File: config.mk
export PLATFORM = sky130hd
export DESIGN_NAME = datapath_seq_flat
export DESIGN_NICKNAME = d
export VERILOG_FILES = /design/src/rtl/datapath_seq_if.sv /design/src/rtl/datapath_seq.sv /design/src/flat_wrapper.sv
export SDC_FILE = /design/constraint.sdc
export NUM_CORES = 2
export LEC_CHECK = 0
export CORE_MARGIN = 2
export CORE_UTILIZATION = 50
export DETAILED_ROUTE_END_ITERATION = 10
export MAX_ROUTING_LAYER = met4
export PLACE_DENSITY = 0.67
export REMOVE_ABC_BUFFERS = 1
export SLEW_MARGIN = 20
export SYNTH_ARGS = -nofsm -noshare
export SYNTH_HDL_FRONTEND = slang
export SYNTH_SLANG_ARGS = --single-unit
File: constraint.sdc
create_clock -name clk -period 22.6 [get_ports clk]
set_input_delay 5.65 -clock clk [delete_from_list [all_inputs] [get_ports clk]]
set_output_delay 5.65 -clock clk [all_outputs]
set_load 0.01 [all_outputs]
File: src/rtl/datapath_seq_if.sv
// Command/status bundle between the instruction controller (master) and datapath_seq (slave).
// mul_sel exists only when DATAPATH_SEQ_MUL_EN is defined.
interface datapath_seq_if #(
  parameter int WIDTH = 32,
  parameter int NREGS = 16
);
  localparam int AW = $clog2(NREGS);
  localparam int SW = $clog2(WIDTH);

  logic             start;
  logic             busy;
  logic             done;
  logic [AW-1:0]    ra_addr;
  logic [AW-1:0]    rb_addr;
  logic [AW-1:0]    w_addr;
  logic             sel_A;
  logic             sel_imm;
  logic [11:0]      imm;
  logic [1:0]       shift_op;
  logic [SW-1:0]    shift_amt;
  logic [2:0]       ALU_op;
  logic             set_flags;
  logic             wb_en;
  logic             wb_sel;
  logic [WIDTH-1:0] load_data;
  logic [WIDTH-1:0] datapath_out;
  logic [3:0]       status_out;
`ifdef DATAPATH_SEQ_MUL_EN
  logic             mul_sel;
`endif

  modport master (
    output start, ra_addr, rb_addr, w_addr, sel_A, sel_imm, imm, shift_op, shift_amt,
           ALU_op, set_flags, wb_en, wb_sel, load_data,
`ifdef DATAPATH_SEQ_MUL_EN
           mul_sel,
`endif
    input  busy, done, datapath_out, status_out
  );

  modport slave (
    input  start, ra_addr, rb_addr, w_addr, sel_A, sel_imm, imm, shift_op, shift_amt,
           ALU_op, set_flags, wb_en, wb_sel, load_data,
`ifdef DATAPATH_SEQ_MUL_EN
           mul_sel,
`endif
    output busy, done, datapath_out, status_out
  );
endinterface

File: src/rtl/datapath_seq.sv
// Self-sequenced datapath: regfile, barrel shifter, 8-op ALU, NZCV; one command runs READ->EXEC->WB.
// DATAPATH_SEQ_MUL_EN adds a 2-cycle multiply (EXEC2) selected by mul_sel with ALU_op=ADD.
module datapath_seq #(
  parameter int WIDTH = 32,
  parameter int NREGS = 16
) (
  input  logic          clk,
  input  logic          rst_n,
  datapath_seq_if.slave bus
);
  localparam int AW = $clog2(NREGS);
  localparam int SW = $clog2(WIDTH);
  localparam logic [2:0] OP_ADD = 3'b000, OP_SUB = 3'b001, OP_AND = 3'b010, OP_ORR = 3'b011,
                         OP_EOR = 3'b100, OP_MOV = 3'b101, OP_MVN = 3'b110, OP_CMP = 3'b111;

  typedef enum logic [2:0] {
    S_IDLE, S_READ, S_EXEC,
`ifdef DATAPATH_SEQ_MUL_EN
    S_EXEC2,
`endif
    S_WB
  } state_t;

  typedef struct packed {
    logic [AW-1:0] ra, rb, wa;
    logic          sel_a, sel_imm;
    logic [11:0]   imm;
    logic [1:0]    sh_op;
    logic [SW-1:0] sh_amt;
    logic [2:0]    op;
    logic          set_flags, wb_en, wb_sel;
`ifdef DATAPATH_SEQ_MUL_EN
    logic          mul_sel;
`endif
  } cmd_t;

  state_t           state_q, state_d;
  cmd_t             cmd_q, cmd_in;
  logic [WIDTH-1:0] rf_q [NREGS];
  logic [WIDTH-1:0] a_q, b_q, c_q;
  logic [3:0]       nzcv_q;

  logic [WIDTH:0]        lsl_w, lsr_w;
  logic signed [WIDTH:0] asr_w;
  logic [WIDTH-1:0]      ror_w, sh_out, val_a, val_b, opb, alu_res, prod;
  logic [SW-1:0]         rot;
  logic [WIDTH:0]        sum_w;
  logic                  sh_c, is_sub, ov, alu_c, alu_v, is_mul;

  always_comb begin
    cmd_in           = '0;
    cmd_in.ra        = bus.ra_addr;
    cmd_in.rb        = bus.rb_addr;
    cmd_in.wa        = bus.w_addr;
    cmd_in.sel_a     = bus.sel_A;
    cmd_in.sel_imm   = bus.sel_imm;
    cmd_in.imm       = bus.imm;
    cmd_in.sh_op     = bus.shift_op;
    cmd_in.sh_amt    = bus.shift_amt;
    cmd_in.op        = bus.ALU_op;
    cmd_in.set_flags = bus.set_flags;
    cmd_in.wb_en     = bus.wb_en;
    cmd_in.wb_sel    = bus.wb_sel;
`ifdef DATAPATH_SEQ_MUL_EN
    cmd_in.mul_sel   = bus.mul_sel;
`endif
  end

`ifdef DATAPATH_SEQ_MUL_EN
  assign is_mul = cmd_q.mul_sel && (cmd_q.op == OP_ADD);
`else
  assign is_mul = 1'b0;
`endif

  // One spare bit beside B catches the last bit shifted out, which is the shifter carry.
  always_comb begin
    lsl_w = {1'b0, b_q} << cmd_q.sh_amt;
    lsr_w = {b_q, 1'b0} >> cmd_q.sh_amt;
    asr_w = $signed({b_q, 1'b0}) >>> cmd_q.sh_amt;
    rot   = SW'(32'(cmd_q.sh_amt) % WIDTH);
    ror_w = (b_q >> rot) | (b_q << (WIDTH - int'(rot)));
    sh_out = b_q;
    sh_c   = nzcv_q[1];
    if (cmd_q.sh_amt != '0) begin
      unique case (cmd_q.sh_op)
        2'b00:   begin sh_out = lsl_w[WIDTH-1:0]; sh_c = lsl_w[WIDTH];   end
        2'b01:   begin sh_out = lsr_w[WIDTH:1];   sh_c = lsr_w[0];       end
        2'b10:   begin sh_out = asr_w[WIDTH:1];   sh_c = asr_w[0];       end
        default: begin sh_out = ror_w;            sh_c = ror_w[WIDTH-1]; end
      endcase
    end
  end

  always_comb begin
    val_a  = cmd_q.sel_a ? '0 : a_q;
    val_b  = cmd_q.sel_imm ? {{(WIDTH-12){1'b0}}, cmd_q.imm} : sh_out;
    is_sub = (cmd_q.op == OP_SUB) || (cmd_q.op == OP_CMP);
    opb    = is_sub ? ~val_b : val_b;
    sum_w  = {1'b0, val_a} + {1'b0, opb} + {{WIDTH{1'b0}}, is_sub};
    ov     = (val_a[WIDTH-1] == opb[WIDTH-1]) && (sum_w[WIDTH-1] != val_a[WIDTH-1]);
    prod   = a_q * val_b;
    alu_c  = cmd_q.sel_imm ? 1'b0 : sh_c;
    alu_v  = nzcv_q[0];
    unique case (cmd_q.op)
      OP_AND:  alu_res = val_a & val_b;
      OP_ORR:  alu_res = val_a | val_b;
      OP_EOR:  alu_res = val_a ^ val_b;
      OP_MOV:  alu_res = val_b;
      OP_MVN:  alu_res = ~val_b;
      default: begin alu_res = sum_w[WIDTH-1:0]; alu_c = sum_w[WIDTH]; alu_v = ov; end
    endcase
  end

  always_comb begin
    state_d = state_q;
    unique case (state_q)
      S_IDLE:  if (bus.start) state_d = S_READ;
      S_READ:  state_d = S_EXEC;
`ifdef DATAPATH_SEQ_MUL_EN
      S_EXEC:  state_d = is_mul ? S_EXEC2 : S_WB;
      S_EXEC2: state_d = S_WB;
`else
      S_EXEC:  state_d = S_WB;
`endif
      S_WB:    state_d = S_IDLE;
      default: state_d = S_IDLE;
    endcase
  end

  always_ff @(posedge clk or negedge rst_n) begin
    if (!rst_n) begin
      state_q <= S_IDLE;
      cmd_q   <= '0;
      a_q     <= '0;
      b_q     <= '0;
      c_q     <= '0;
      nzcv_q  <= '0;
      for (int i = 0; i < NREGS; i++) rf_q[i] <= '0;
    end else begin
      state_q <= state_d;
      unique case (state_q)
        S_IDLE: if (bus.start) cmd_q <= cmd_in;
        S_READ: begin
          a_q <= rf_q[cmd_q.ra];
          b_q <= rf_q[cmd_q.rb];
        end
        S_EXEC: if (!is_mul) begin
          if (cmd_q.op != OP_CMP) c_q <= alu_res;
          if (cmd_q.set_flags) nzcv_q <= {alu_res[WIDTH-1], alu_res == '0, alu_c, alu_v};
        end
`ifdef DATAPATH_SEQ_MUL_EN
        S_EXEC2: begin
          c_q <= prod;
          if (cmd_q.set_flags) nzcv_q[3:2] <= {prod[WIDTH-1], prod == '0};
        end
`endif
        S_WB: if (cmd_q.wb_en && cmd_q.op != OP_CMP)
          rf_q[cmd_q.wa] <= cmd_q.wb_sel ? bus.load_data : c_q;
        default: ;
      endcase
    end
  end

  assign bus.busy         = (state_q != S_IDLE);
  assign bus.done         = (state_q == S_WB);
  assign bus.datapath_out = c_q;
  assign bus.status_out   = nzcv_q;
endmodule

File: src/flat_wrapper.sv
// flat-port wrapper written by rule: the top's interface ports become plain ports
module datapath_seq_flat 
#(
  parameter int WIDTH = 32,
  parameter int NREGS = 16
)
  (clk, rst_n, bus_start, bus_ra_addr, bus_rb_addr, bus_w_addr, bus_sel_A, bus_sel_imm, bus_imm, bus_shift_op, bus_shift_amt, bus_ALU_op, bus_set_flags, bus_wb_en, bus_wb_sel, bus_load_data, bus_busy, bus_done, bus_datapath_out, bus_status_out);
  datapath_seq_if #(.WIDTH(WIDTH), .NREGS(NREGS)) bus_i ();
  input  logic clk;
  input  logic rst_n;
  input wire logic [$bits(bus_i.start)-1:0] bus_start;
  input wire logic [$bits(bus_i.ra_addr)-1:0] bus_ra_addr;
  input wire logic [$bits(bus_i.rb_addr)-1:0] bus_rb_addr;
  input wire logic [$bits(bus_i.w_addr)-1:0] bus_w_addr;
  input wire logic [$bits(bus_i.sel_A)-1:0] bus_sel_A;
  input wire logic [$bits(bus_i.sel_imm)-1:0] bus_sel_imm;
  input wire logic [$bits(bus_i.imm)-1:0] bus_imm;
  input wire logic [$bits(bus_i.shift_op)-1:0] bus_shift_op;
  input wire logic [$bits(bus_i.shift_amt)-1:0] bus_shift_amt;
  input wire logic [$bits(bus_i.ALU_op)-1:0] bus_ALU_op;
  input wire logic [$bits(bus_i.set_flags)-1:0] bus_set_flags;
  input wire logic [$bits(bus_i.wb_en)-1:0] bus_wb_en;
  input wire logic [$bits(bus_i.wb_sel)-1:0] bus_wb_sel;
  input wire logic [$bits(bus_i.load_data)-1:0] bus_load_data;
  output wire logic [$bits(bus_i.busy)-1:0] bus_busy;
  output wire logic [$bits(bus_i.done)-1:0] bus_done;
  output wire logic [$bits(bus_i.datapath_out)-1:0] bus_datapath_out;
  output wire logic [$bits(bus_i.status_out)-1:0] bus_status_out;
  assign bus_i.start = bus_start;
  assign bus_i.ra_addr = bus_ra_addr;
  assign bus_i.rb_addr = bus_rb_addr;
  assign bus_i.w_addr = bus_w_addr;
  assign bus_i.sel_A = bus_sel_A;
  assign bus_i.sel_imm = bus_sel_imm;
  assign bus_i.imm = bus_imm;
  assign bus_i.shift_op = bus_shift_op;
  assign bus_i.shift_amt = bus_shift_amt;
  assign bus_i.ALU_op = bus_ALU_op;
  assign bus_i.set_flags = bus_set_flags;
  assign bus_i.wb_en = bus_wb_en;
  assign bus_i.wb_sel = bus_wb_sel;
  assign bus_i.load_data = bus_load_data;
  assign bus_busy = bus_i.busy;
  assign bus_done = bus_i.done;
  assign bus_datapath_out = bus_i.datapath_out;
  assign bus_status_out = bus_i.status_out;
  datapath_seq #(.WIDTH(WIDTH), .NREGS(NREGS)) u_core (.clk(clk), .rst_n(rst_n), .bus(bus_i));
endmodule
# Yosys cells after proc, flatten, opt, wreduce, memory -nomap -nowiden
# Index checks and enable logic that the tools add are counted.
# Widths: inputs -> output; s select.
# op_classes
n_eq_ne	17
bitwise	9
order_cmp	4
addsub	3
reduce_logical	16
shifts	5
n_mux	22
# ops
operator	n
$bwmux 512	1
$mux 32	10
$bmux 32 s4	2
$pmux 32 s5	1
$demux 32 s4	1
$pmux 32 s3	1
$or 32x32->32	2
$add 32x32->33	1
$add 33x1->33	1
$shl 32x5->33	1
$shr 33x5->33	1
$sshr 33x5->33	1
$and 32x32->32	1
$logic_not 32->1	1
$not 32->32	1
$shl 32x32->32	1
$shr 32x5->32	1
$xor 32x32->32	1
$ge 5x5->1 const B	3
$not 4->5	3
$eq 3x2->1 const B	4
$eq 3x3->1 const B	4
$pmux 3 s3	1
$reduce_and 2->1	4
other kinds (22)	28
# totals
register_bits	654
wordCells	111

# Logic depth before layout (Yosys ltp)
# depth
depth_word	12
mapped_depth	32
depth_no_buf	26

# Least setup slack after synthesis
# Ideal clock, no wire load.
# synth_path
path_type	reg2reg
from	reg u_core.cmd_q[7] in the netlist's numbering
to	reg u_core.nzcv_q[2], in the netlist u_core.bus.status_out[2]
n_path_buf	6
stages_incl_launch_ff	31
arrival_time_ns	7.024
path_slack_ns	15.500
synth_period_minus_slack_ns	7.100
cell_sequence	dfrtp_1 buf_2 inv_2 buf_2 buf_2 buf_2 ha_1 and2_1 ha_1 clkbuf_1 clkinv_1 o21ai_0 clkbuf_1 o311ai_0 nor3_1 a211o_1 a31oi_1 xnor2_1 fa_1 a211o_1 o211ai_1 a21boi_1 a32o_1 a211oi_1 xor2_1 a22oi_1 a211oi_1 o211ai_1 or4_1 or4_1 o21ai_1
# synth_via
elab_chain_cells	12
word_cells_on_any_way	20
classes_between	3 x add/sub; 5 x shift; 5 x mux; 5 x bitwise; 2 x reduce/logical
# synth_rtl
item	line	rtl
start, declared	datapath_seq.sv:38	cmd_t cmd_q, cmd_in;
start signal, assigned	datapath_seq.sv:142	S_IDLE: if (bus.start) cmd_q <= cmd_in;
$sub 6x5->7	datapath_seq.sv:81	ror_w = (b_q >> rot) | (b_q << (WIDTH - int'(rot)));
$shl 32x32->32	datapath_seq.sv:81	
$or 32x32->32	datapath_seq.sv:81	
$pmux 32 s3	datapath_seq.sv:85	unique case (cmd_q.sh_op)
$mux 32 *	datapath_seq.sv:84	if (cmd_q.sh_amt != '0) begin
$mux 32 *	datapath_seq.sv:96	val_b = cmd_q.sel_imm ? {{(WIDTH-12){1'b0}}, cmd_q.imm} : sh_out;
$not 32->32	datapath_seq.sv:98, datapath_seq.sv:109	
$mux 32	datapath_seq.sv:98	opb = is_sub ? ~val_b : val_b;
$add 32x32->33	datapath_seq.sv:99	sum_w = {1'b0, val_a} + {1'b0, opb} + {{WIDTH{1'b0}}, is_sub};
$add 33x1->33	datapath_seq.sv:99	
$pmux 32 s5 *	datapath_seq.sv:104	unique case (cmd_q.op)
$logic_not 32->1 *	datapath_seq.sv:149	if (cmd_q.set_flags) nzcv_q <= {alu_res[WIDTH-1], alu_res == '0, alu_c, alu_v};
end signal, assigned	datapath_seq.sv:149	
end, declared	datapath_seq.sv:41	logic [3:0] nzcv_q;
# Every way passes the cells marked *; elsewhere a longest branch is shown, timed or not.
# A chain may end at the register's enable or synchronous reset.

# Worst setup path in the final report
# layout_path
from	reg u_core.cmd_q[6] in the netlist's numbering
to	reg u_core.nzcv_q[2], in the netlist u_core.bus.status_out[2]
# Same word-level chain as after synthesis.

==> flow_summary.yaml <==
timing:
  fin_crit_sh_pct: 39.1
  finalClockSkew_ps: 29.0
  max_freq_ghz: 0.113
  min_period_ps: 8830
  rsz0062_at_grt: "no"
  finalHoldViolations: 0
  maxSlewViolCount: 0
  worst_slew_pin_slew_ps: 1230
  relSlewSlack_pct: 18.1
  tns_ps: 0
  setup_viol: 0
synthesis:
  synth_area_sq_um: 44800
  yosysSeqAreaShare_pct: 36.5
  ys_async_sr_fraction_pct: 100
  synth_area_leaders: "dfrtp_1 (36%), mux4_2 (22%), o21ai_0 (5.2%)"
  synth-main-ff-cell: "dfrtp_1"
  synth_edf_count: 0
  synth.top_cell.area_share_pct: 36.5
  postSynthAreaPerCell_sq_um: 10.3
  syn_inst: 4342
  synth.largest_area_cell: "dfrtp_1"
  ys_warn_count: 0
  synth_seq_cells: 653
  synth.distinct_cells: 97
critical_path:
  cp.required_ps: 23190
  cp.arrival_ps: 9430
  slowest_delay_ps: 850
  path_max_fanout: 40
  crit_slowest_cell: "dfrtp_4"
  crit_type: "reg -> reg"
  end_kind: "flip-flop"
  start_kind: "flip-flop"
final_layout:
  fillCellCount: 7540
  fin_cells: 5456
  post-route-cell-area_sq_um: 49200
  drive_above_1_share_pct: 21.2
  fin_nets: 4414
  area_growth_pct: 9.97
  fin_util_pct: 55.6
global_route:
  grt_max_degree: 163
  grt_usage_pct: 40.2
  grt_pass1_wl_mm: 258
  antenna_found_initial: 1
  overflow: 0
  grt_pass1_vias: 36743
place:
  place_inst: 5329
  hpwl_mm: 119
  post_dp_cell_area_sq_um: 46800
  numPortBuffers: 111
  gp_congestion: 1.13
clocking:
  post_cts_buffers: 0
  cts.htree.levels: 3
  clk_pin_slew_ps: 70
  cts_made_buffers: 72
  cts.sinks: 653
  cts_tree: "done"
  clock_path_buffers: 3
  clock_latency_ps: 660
  clockRootBuffer: "clkbuf_16"
  cts_resized: 0
  hold_buffers: 0
floorplan:
  io_pins: 112
  die_w_um: 303
  core_area_sq_um: 88500
  num_rows: 109
  start_util_pct: 50.6
  die_h_um: 303
  die_area_sq_um: 92000
flow_run:
  drv_cap: 0
detailed_routing:
  vias_per_cell: 6.97
  first_pass_iters: 6
  ant_nets: 0
  drt-total-wl_mm: 178
  drc_errors: 0
  drtIter0Drc: 4575
  vias: 38023
  avgRoutedWirePerCell_um: 32.6
worst_hold_path:
  min_path_type: "reg -> reg"
outcome:
  status: "completed"
## layer usage
layer  routed length (um)  vias to the layer above  global-route usage [%]
met5                    0                        -                       -
met4                13800                        0                    24.0
met3                18000                      664                    10.1
met2                77500                     2311                    57.0
met1                68400                    19136                    52.2
li1                     -                    15912                       -
## layout make-up
class,instances,area [sq um],share of cell area (%)
sequential,653,16400,33.3
antenna,1,2.50,0.00508
multi-input combinational,3153,26400,53.7
tap,1165,1460,2.96
inverter,112,420,0.854
clock inverter,25,338,0.686
timing repair buffer,246,2160,4.39
clock buffer,101,2040,4.14
## layout by cell type, fill, tap and decap left out, types with 41 or more instances in the layout
| master | instances |
|---|---|
| dfrtp_1 | 635 |
| nand2_1 | 540 |
| o21ai_0 | 461 |
| mux4_2 | 428 |
| a21oi_1 | 337 |
| nor2_1 | 301 |
| mux2_2 | 147 |
| buf_4 | 131 |
| mux2i_1 | 129 |
| clkdlybuf4s50_1 | 110 |
| inv_1 | 105 |
| ha_1 | 100 |
| clkbuf_16 | 72 |
| nand2b_1 | 52 |
| nand3_1 | 48 |
| nor3_1 | 41 |
## registers in the layout, summed over array words and instances (netlist names)
signal,flops
u_core.a_q,32
u_core.b_q,32
u_core.bus.datapath_out,32
u_core.bus.status_out,4
u_core.cmd_q,39
u_core.rf_q,512
u_core.state_q,2
## worst max-delay path, delay by kind of cell, from the launching register on
kind | cells | cell delay (ps)
adders and majority gates | 3 | 1300
AOI/OAI and AO/OA | 12 | 3890
and+or+nand+nor | 5 | 1400
buffers and inverters | 3 | 870
DFF | 1 | 850
xor gates and xnor gates | 2 | 380
## synth_stat cells (all sizes together) (24+ instances only)
master / count
nand2: 551
dfrtp: 653
nand2b: 52
mux4: 428
a21oi: 337
xnor2: 25
nand3: 50
clkbuf: 308
mux2: 154
a211oi: 27
ha: 101
nor3: 44
a31oi: 25
buf: 116
o21ai: 473
a221oi: 24
mux2i: 144
nor2: 303
o211ai: 31
inv: 110
## logic make-up after synthesis
kind of cell | after synthesis | share of synthesized area [%]
XOR/XNOR | 48 | 0.956
flip-flops | 653 | 36.5
buffers and inverters | 536 | 4.84
AO/OA/AOI/OAI | 1161 | 15.5
AND/OR/NAND/NOR | 1116 | 10.7
multiplexers | 726 | 28.6
adder cells (fa/ha/maj) | 102 | 2.87
## worst paths after layout
| kind | startpoint | endpoint | slack, ps | cells past startpoint |
|---|---|---|---|---|
| max in group asynchronous | rst_n | u_core.rf_q[81] | 14750 | 4 |
| hold / removal | u_core.rf_q[296] | u_core.rf_q[296] | 500 | 2 |
| min in group asynchronous | rst_n | u_core.cmd_q[31] | 4950 | 1 |
| hold reg to reg | u_core.rf_q[296] | u_core.rf_q[296] | 500 | 2 |
| setup reg to reg | u_core.cmd_q[6] | u_core.bus.status_out[2] | 13770 | 25 |
| setup / recovery | u_core.cmd_q[6] | u_core.bus.status_out[2] | 13770 | 25 |
## through the flow
step	setup slack (ps)	hold WS, ps
2_1_floorplan	11850	461
3_3_place_gp	13700	473
3_5_place_dp	13650	485
4_1_cts	14080	499
5_1_grt	13480	520
6_report	13770	497
Power is left out: the tool's default activity adds up to more than one toggle a clock period on the data nets, which glitch-free logic cannot reach.
